**config.mk**
```make
export PLATFORM = sky130hd
export DESIGN_NAME = uart_tx_arbiter_flat
export DESIGN_NICKNAME = d
export VERILOG_FILES = /design/src/rtl/uart_tx_arbiter_if.sv /design/src/rtl/uart_tx_arbiter.sv /design/src/flat_wrapper.sv
export SDC_FILE = /design/constraint.sdc
export NUM_CORES = 1
export LEC_CHECK = 0
export BUFFER_PORTS_ARGS = -buffer_cell sky130_fd_sc_hd__buf_4
export CAP_MARGIN = 20
export CORE_ASPECT_RATIO = 0.6
export CORE_MARGIN = 10
export CORE_UTILIZATION = 57
export DETAILED_ROUTE_END_ITERATION = 8
export PLACE_DENSITY = 0.85
export SLEW_MARGIN = 5
export SYNTH_ARGS = -nofsm -noshare
export SYNTH_HDL_FRONTEND = slang
export SYNTH_SLANG_ARGS = --single-unit
export TNS_END_PERCENT = 20
```
**constraint.sdc**
```tcl
create_clock -name clk -period 6.4 [get_ports clk]
set_clock_uncertainty 0.1 [all_clocks]
set_input_delay 1.28 -clock clk [delete_from_list [all_inputs] [get_ports clk]]
set_output_delay 1.28 -clock clk [all_outputs]
set_load 0.02 [all_outputs]
```
**src/rtl/uart_tx_arbiter_if.sv**
```systemverilog
// Requester-side and transmitter-side handshake bundle for the UART TX arbiter.
// master = arbiter view, slave = requesters plus transmitter view.
interface uart_tx_arbiter_if #(
    parameter int unsigned N_REQ = 2
) ();
    logic [N_REQ-1:0]   req_valid;
    logic [8*N_REQ-1:0] req_data;
    logic [N_REQ-1:0]   req_lock;
    logic [N_REQ-1:0]   req_ready;
    logic [7:0]         tx_data;
    logic               tx_start;
    logic               tx_clear_req;
    logic               tx_busy;

    modport master (
        input  req_valid, req_data, req_lock, tx_clear_req, tx_busy,
        output req_ready, tx_data, tx_start
    );

    modport slave (
        output req_valid, req_data, req_lock, tx_clear_req, tx_busy,
        input  req_ready, tx_data, tx_start
    );
endinterface

```
**src/rtl/uart_tx_arbiter.sv**
```systemverilog
// Round-robin arbiter sharing one UART transmit engine between N_REQ byte producers,
// with locked multi-byte ownership and a start-acknowledge timeout.
module uart_tx_arbiter #(
    parameter int unsigned N_REQ         = 2,
    parameter int unsigned START_TIMEOUT = 1024
) (
    input  logic                   clk,
    input  logic                   rst_n,
    input  logic                   enable,
    uart_tx_arbiter_if.master      bus,
    output logic [2:0]             owner,
    output logic                   locked,
    output logic [15:0]            sent_cnt,
    output logic                   timeout_err
);

    localparam int unsigned CNT_W = $clog2(START_TIMEOUT);
    localparam logic [CNT_W-1:0] CNT_LAST = CNT_W'(START_TIMEOUT - 1);

    typedef enum logic [1:0] {
        S_IDLE,
        S_START,
        S_WAIT_HI,
        S_WAIT_LO
    } state_t;

    state_t           state_q, state_d;
    logic [N_REQ-1:0] req_ready_q, req_ready_d;
    logic [7:0]       tx_data_q, tx_data_d;
    logic             tx_start_q, tx_start_d;
    logic [2:0]       owner_q, owner_d;
    logic             locked_q, locked_d;
    logic [15:0]      sent_cnt_q, sent_cnt_d;
    logic             timeout_err_q, timeout_err_d;
    logic [CNT_W-1:0] to_cnt_q, to_cnt_d;

    logic [N_REQ-1:0] elig;
    logic             gnt_found;
    logic [2:0]       gnt_idx;
    logic [7:0]       gnt_data;
    logic             gnt_lock;

    // Round-robin pick starting after the last owner; a held lock narrows eligibility to the owner.
    always_comb begin
        int unsigned idx;
        idx       = 0;
        elig      = locked_q ? (bus.req_valid & (N_REQ'(1) << owner_q)) : bus.req_valid;
        gnt_found = 1'b0;
        gnt_idx   = owner_q;
        for (int unsigned k = 1; k <= N_REQ; k++) begin
            idx = 32'(owner_q) + k;
            if (idx >= N_REQ) begin
                idx = idx - N_REQ;
            end
            if (!gnt_found && (|(elig & (N_REQ'(1) << idx)))) begin
                gnt_found = 1'b1;
                gnt_idx   = 3'(idx);
            end
        end
        gnt_data = 8'(bus.req_data >> (8 * gnt_idx));
        gnt_lock = |(bus.req_lock & (N_REQ'(1) << gnt_idx));
    end

    // Next-state and registered-output logic.
    always_comb begin
        state_d       = state_q;
        req_ready_d   = '0;
        tx_data_d     = tx_data_q;
        tx_start_d    = 1'b0;
        owner_d       = owner_q;
        locked_d      = locked_q;
        sent_cnt_d    = sent_cnt_q;
        timeout_err_d = 1'b0;
        to_cnt_d      = to_cnt_q;

        unique case (state_q)
            S_IDLE: begin
                if (enable && !bus.tx_busy && gnt_found) begin
                    state_d     = S_START;
                    req_ready_d = N_REQ'(1) << gnt_idx;
                    tx_data_d   = gnt_data;
                    owner_d     = gnt_idx;
                    locked_d    = gnt_lock;
                    to_cnt_d    = '0;
                end
            end
            S_START: begin
                // Clear beats the terminal count; counting only runs while tx_start is visible.
                if (bus.tx_clear_req) begin
                    state_d = S_WAIT_HI;
                end else if (tx_start_q && (to_cnt_q == CNT_LAST)) begin
                    state_d       = S_IDLE;
                    timeout_err_d = 1'b1;
                    locked_d      = 1'b0;
                end else begin
                    tx_start_d = 1'b1;
                    if (tx_start_q) begin
                        to_cnt_d = to_cnt_q + CNT_W'(1);
                    end
                end
            end
            S_WAIT_HI: begin
                if (bus.tx_busy) begin
                    state_d = S_WAIT_LO;
                end
            end
            S_WAIT_LO: begin
                if (!bus.tx_busy) begin
                    state_d    = S_IDLE;
                    sent_cnt_d = sent_cnt_q + 16'd1;
                end
            end
            default: begin
                state_d = S_IDLE;
            end
        endcase
    end

    always_ff @(posedge clk or negedge rst_n) begin
        if (!rst_n) begin
            state_q       <= S_IDLE;
            req_ready_q   <= '0;
            tx_data_q     <= 8'h00;
            tx_start_q    <= 1'b0;
            owner_q       <= 3'(N_REQ - 1);
            locked_q      <= 1'b0;
            sent_cnt_q    <= 16'h0000;
            timeout_err_q <= 1'b0;
            to_cnt_q      <= '0;
        end else begin
            state_q       <= state_d;
            req_ready_q   <= req_ready_d;
            tx_data_q     <= tx_data_d;
            tx_start_q    <= tx_start_d;
            owner_q       <= owner_d;
            locked_q      <= locked_d;
            sent_cnt_q    <= sent_cnt_d;
            timeout_err_q <= timeout_err_d;
            to_cnt_q      <= to_cnt_d;
        end
    end

    assign bus.req_ready = req_ready_q;
    assign bus.tx_data   = tx_data_q;
    assign bus.tx_start  = tx_start_q;
    assign owner         = owner_q;
    assign locked        = locked_q;
    assign sent_cnt      = sent_cnt_q;
    assign timeout_err   = timeout_err_q;

endmodule

```
**src/flat_wrapper.sv**
```systemverilog
// flat-port wrapper written by rule: the top's interface ports become plain ports
module uart_tx_arbiter_flat 
#(
    parameter int unsigned N_REQ         = 2,
    parameter int unsigned START_TIMEOUT = 1024
)
  (clk, rst_n, enable, owner, locked, sent_cnt, timeout_err, bus_req_valid, bus_req_data, bus_req_lock, bus_tx_clear_req, bus_tx_busy, bus_req_ready, bus_tx_data, bus_tx_start);
  uart_tx_arbiter_if #(.N_REQ(N_REQ)) bus_i ();
  input  logic clk;
  input  logic rst_n;
  input  logic enable;
  output logic [2:0] owner;
  output logic locked;
  output logic [15:0] sent_cnt;
  output logic timeout_err;
  input wire logic [$bits(bus_i.req_valid)-1:0] bus_req_valid;
  input wire logic [$bits(bus_i.req_data)-1:0] bus_req_data;
  input wire logic [$bits(bus_i.req_lock)-1:0] bus_req_lock;
  input wire logic [$bits(bus_i.tx_clear_req)-1:0] bus_tx_clear_req;
  input wire logic [$bits(bus_i.tx_busy)-1:0] bus_tx_busy;
  output wire logic [$bits(bus_i.req_ready)-1:0] bus_req_ready;
  output wire logic [$bits(bus_i.tx_data)-1:0] bus_tx_data;
  output wire logic [$bits(bus_i.tx_start)-1:0] bus_tx_start;
  assign bus_i.req_valid = bus_req_valid;
  assign bus_i.req_data = bus_req_data;
  assign bus_i.req_lock = bus_req_lock;
  assign bus_i.tx_clear_req = bus_tx_clear_req;
  assign bus_i.tx_busy = bus_tx_busy;
  assign bus_req_ready = bus_i.req_ready;
  assign bus_tx_data = bus_i.tx_data;
  assign bus_tx_start = bus_i.tx_start;
  uart_tx_arbiter #(.N_REQ(N_REQ), .START_TIMEOUT(START_TIMEOUT)) u_core (.clk(clk), .rst_n(rst_n), .enable(enable), .bus(bus_i), .owner(owner), .locked(locked), .sent_cnt(sent_cnt), .timeout_err(timeout_err));
endmodule
```
==> impl_metrics.env <==
export IMPL_status="finished, final reports clean"
export IMPL_critical_path_buf_inv_count=3
export IMPL_powerDensity_nw_per_um2=183
export IMPL_hold_ws_ns=0.396
export IMPL_grt_pass1_wl_um=7930
export IMPL_mostFrequentLayoutCells="buf_4 (57), dfrtp_1 (43), nand2_1 (19), nor2_1 (19), xnor2_1 (14)"
export IMPL_ys_seq_elements=44
export IMPL_critPathLaunchType="flip-flop"
export IMPL_n_fill_cell=238
export IMPL_gp_congestion=0.763
export IMPL_clk_pin_slew_ns=0.09
export IMPL_hold_viol=0
export IMPL_clk_path_buf_depth=2
export IMPL_crit_top_cell="ha_1"
export IMPL_syn_area_per_cell_um2=11.7
export IMPL_synthCells=193
export IMPL_cts_resized=0
export IMPL_totalNegativeSetupSlack_ns=0
export IMPL_cts_buffers=5
export IMPL_pre_cts_slack_ns=3.02
export IMPL_grt_max_degree=45
export IMPL_io_pins=57
export IMPL_r2r_cells=12
export IMPL_path_cells="inv_1 -> ha_1 -> inv_1 -> ha_1 -> ha_1 -> and4b_1 -> a31oi_1 -> o21ai_1 -> o31ai_2 -> buf_4 -> mux2_2 -> mux2_2"
export IMPL_first_pass_iters=4
export IMPL_path_class="reg2reg"
export IMPL_slew_viol_final=0
export IMPL_ant_nets=0
export IMPL_rows=17
export IMPL_fmax_mhz=295
export IMPL_final_util=0.751
export IMPL_synth_edf_count=0
export IMPL_cp_required_ns=6.49
export IMPL_syn_num_nets=229
export IMPL_cts_tree="done"
export IMPL_worst_pin_slew_ns=0.757
export IMPL_drt_iter0_drc=90
export IMPL_worst_path_max_fanout=11
export IMPL_reg2reg_to="u_core.bus.tx_data[0]"
export IMPL_cp_slowest_cell="dfstp_2"
export IMPL_drive_above_1_share=0.354
export IMPL_leakagePower_nw=1.45
export IMPL_antenna_found_initial=0
export IMPL_h_tree_depth=2
export IMPL_vdd_ir_drop_max_v=0.000132
export IMPL_critPathMaxStageDelay_ns=0.64
export IMPL_drt_vias_per_instance=5.39
export IMPL_final_common_cell="buf_4"
export IMPL_min_path_type="reg2reg"
export IMPL_grt_use_total=0.143
export IMPL_setup_viol=0
export IMPL_period_minus_slack_ns=3.39
export IMPL_remaining_drc_errors=0
export IMPL_timing_final_ws_setup_ns=3.01
export IMPL_dieArea_um2=6940
export IMPL_cts_sinks=44
export IMPL_die_w_um=101
export IMPL_reg2reg_slack_ns=3.01
export IMPL_rsz0062_at_grt="false"
export IMPL_wire_per_inst_um=16.7
export IMPL_async_flop_share=1.00
export IMPL_initial_core_util=0.601
export IMPL_insertedDiodeCount=0
export IMPL_stdcell_count=301
export IMPL_area_delta_synth_final_pct=25.0
export IMPL_yosysWarnings=0
export IMPL_synthFlopType="dfrtp_1"
export IMPL_synth_area_um2=2250
export IMPL_wl_um=5040
export IMPL_synth_cell_types=41
export IMPL_timing_rr_start="u_core.owner[0]"
export IMPL_max_cap_violations=0
export IMPL_slew_headroom=0.495
export IMPL_crit_family="adder cells"
export IMPL_hold_depth=1
export IMPL_dp_cells=293
export IMPL_fin_nets=289
export IMPL_dp_final_hpwl_um=3810
export IMPL_clock_latency_ns=0.30
export IMPL_vias=1623
export IMPL_postCtsSetupBuffers=0
export IMPL_ys_seq_area_frac=0.490
export IMPL_grt_pass1_vias=1597
export IMPL_core_area_um2=3740
export IMPL_holdPathEnd="u_core.sent_cnt[15]"
export IMPL_post_route_period_util=0.530
export IMPL_cp_arrival_ns=3.48
export IMPL_endpoint_kind="flip-flop"
export IMPL_hp_start="u_core.sent_cnt[15]"
export IMPL_ctsHoldBuffers=0
export IMPL_die_y_um=68.7
export IMPL_overflow=0
export IMPL_root_buffer="clkbuf_8"
export IMPL_port_buffers=56
## layer usage
layer  vias to the layer above  track usage  wire (um)
met5                         -            0          0
met4                         0       0.0502         87
met3                        10       0.0575        365
met2                        43        0.213       2240
met1                       785        0.186       2350
li1                        785            -          -
## metrics by stage
step,area (um^2),power [mW]
2_1_floorplan,2250,0.288
3_3_place_gp,2700,0.305
3_5_place_dp,2700,0.305
4_1_cts,2810,0.518
5_1_grt,2810,0.532
6_report,2810,0.515
## layout make-up
type	count	area (um^2)	share of cell area
Multi-Input combinational cell	140	1090	0.387
Sequential cell	44	1100	0.392
Clock buffer	5	68.8	0.0245
Inverter	5	18.8	0.00667
Tap cell	47	58.8	0.0209
Timing Repair Buffer	57	428	0.152
Clock inverter	3	47.5	0.0169
## kinds of logic after synthesis
logic type	Yosys count	synth area share
flip-flops	44	0.490
multiplexers	19	0.112
buffers and inverters	9	0.0267
AND/OR/NAND/NOR	72	0.161
adder cells (fa/ha/maj)	11	0.0611
AO/OA/AOI/OAI	14	0.0556
XOR/XNOR	24	0.0934
## cells in the mapped netlist, types with 2 or more instances
| master | number | area, um^2 |
|---|---|---|
| dfrtp_1 | 43 | 1080 |
| nand2_1 | 19 | 71.3 |
| nor2_1 | 19 | 71.3 |
| xnor2_1 | 14 | 123 |
| ha_1 | 11 | 138 |
| mux2_4 | 11 | 165 |
| nand3_1 | 10 | 50.1 |
| xor2_1 | 10 | 87.6 |
| mux2_2 | 6 | 67.6 |
| and3_1 | 5 | 31.3 |
| inv_1 | 5 | 18.8 |
| nand2b_1 | 3 | 18.8 |
| nand4_1 | 3 | 18.8 |
| a21oi_1 | 2 | 10.0 |
| and2_1 | 2 | 12.5 |
| and4_1 | 2 | 17.5 |
| buf_6 | 2 | 22.5 |
| mux2i_1 | 2 | 20.0 |
| o2bb2ai_1 | 2 | 17.5 |
## how the worst max path moves through the flow
stage	start	end	slack (ns)	depth (start not counted)
floorplan	u_core.owner[0]	u_core.bus.tx_data[2]	3.27	12
global placement	u_core.owner[0]	u_core.bus.tx_data[0]	3.07	12
detailed placement	u_core.owner[0]	u_core.bus.tx_data[0]	3.02	12
CTS	u_core.owner[0]	u_core.bus.tx_data[0]	3.01	12
global route	u_core.owner[0]	u_core.bus.tx_data[1]	2.82	12
finish	u_core.owner[0]	u_core.bus.tx_data[0]	3.01	12
## worst register-to-register path, delay by kind of cell (launching register included)
kind / cells / cell delay (ns)
muxes: 2 / 0.62
adders and majority gates: 3 / 0.75
AOI/OAI and AO/OA: 3 / 0.58
and+or+nand+nor: 1 / 0.17
DFF: 1 / 0.64
buffers and inverters: 3 / 0.43
## report_power, final
group          internal, mW  total, mW  switching [mW]
logic                0.0128     0.0218         0.00895
registers             0.278      0.278               0
clock network         0.118      0.215          0.0975
total                 0.408      0.515           0.106
## flip-flops by register name, summed over array words and instances, names as in the netlist, named ones only
name	cells
u_core.owner	3
u_core.bus.tx_data	8
u_core.locked	1
u_core.state_q	1
u_core.bus.req_ready	2
u_core.sent_cnt	16
u_core.bus.tx_start	1
u_core.timeout_err	1
u_core.to_cnt_q	10
(Power assumes the default switching activity.)
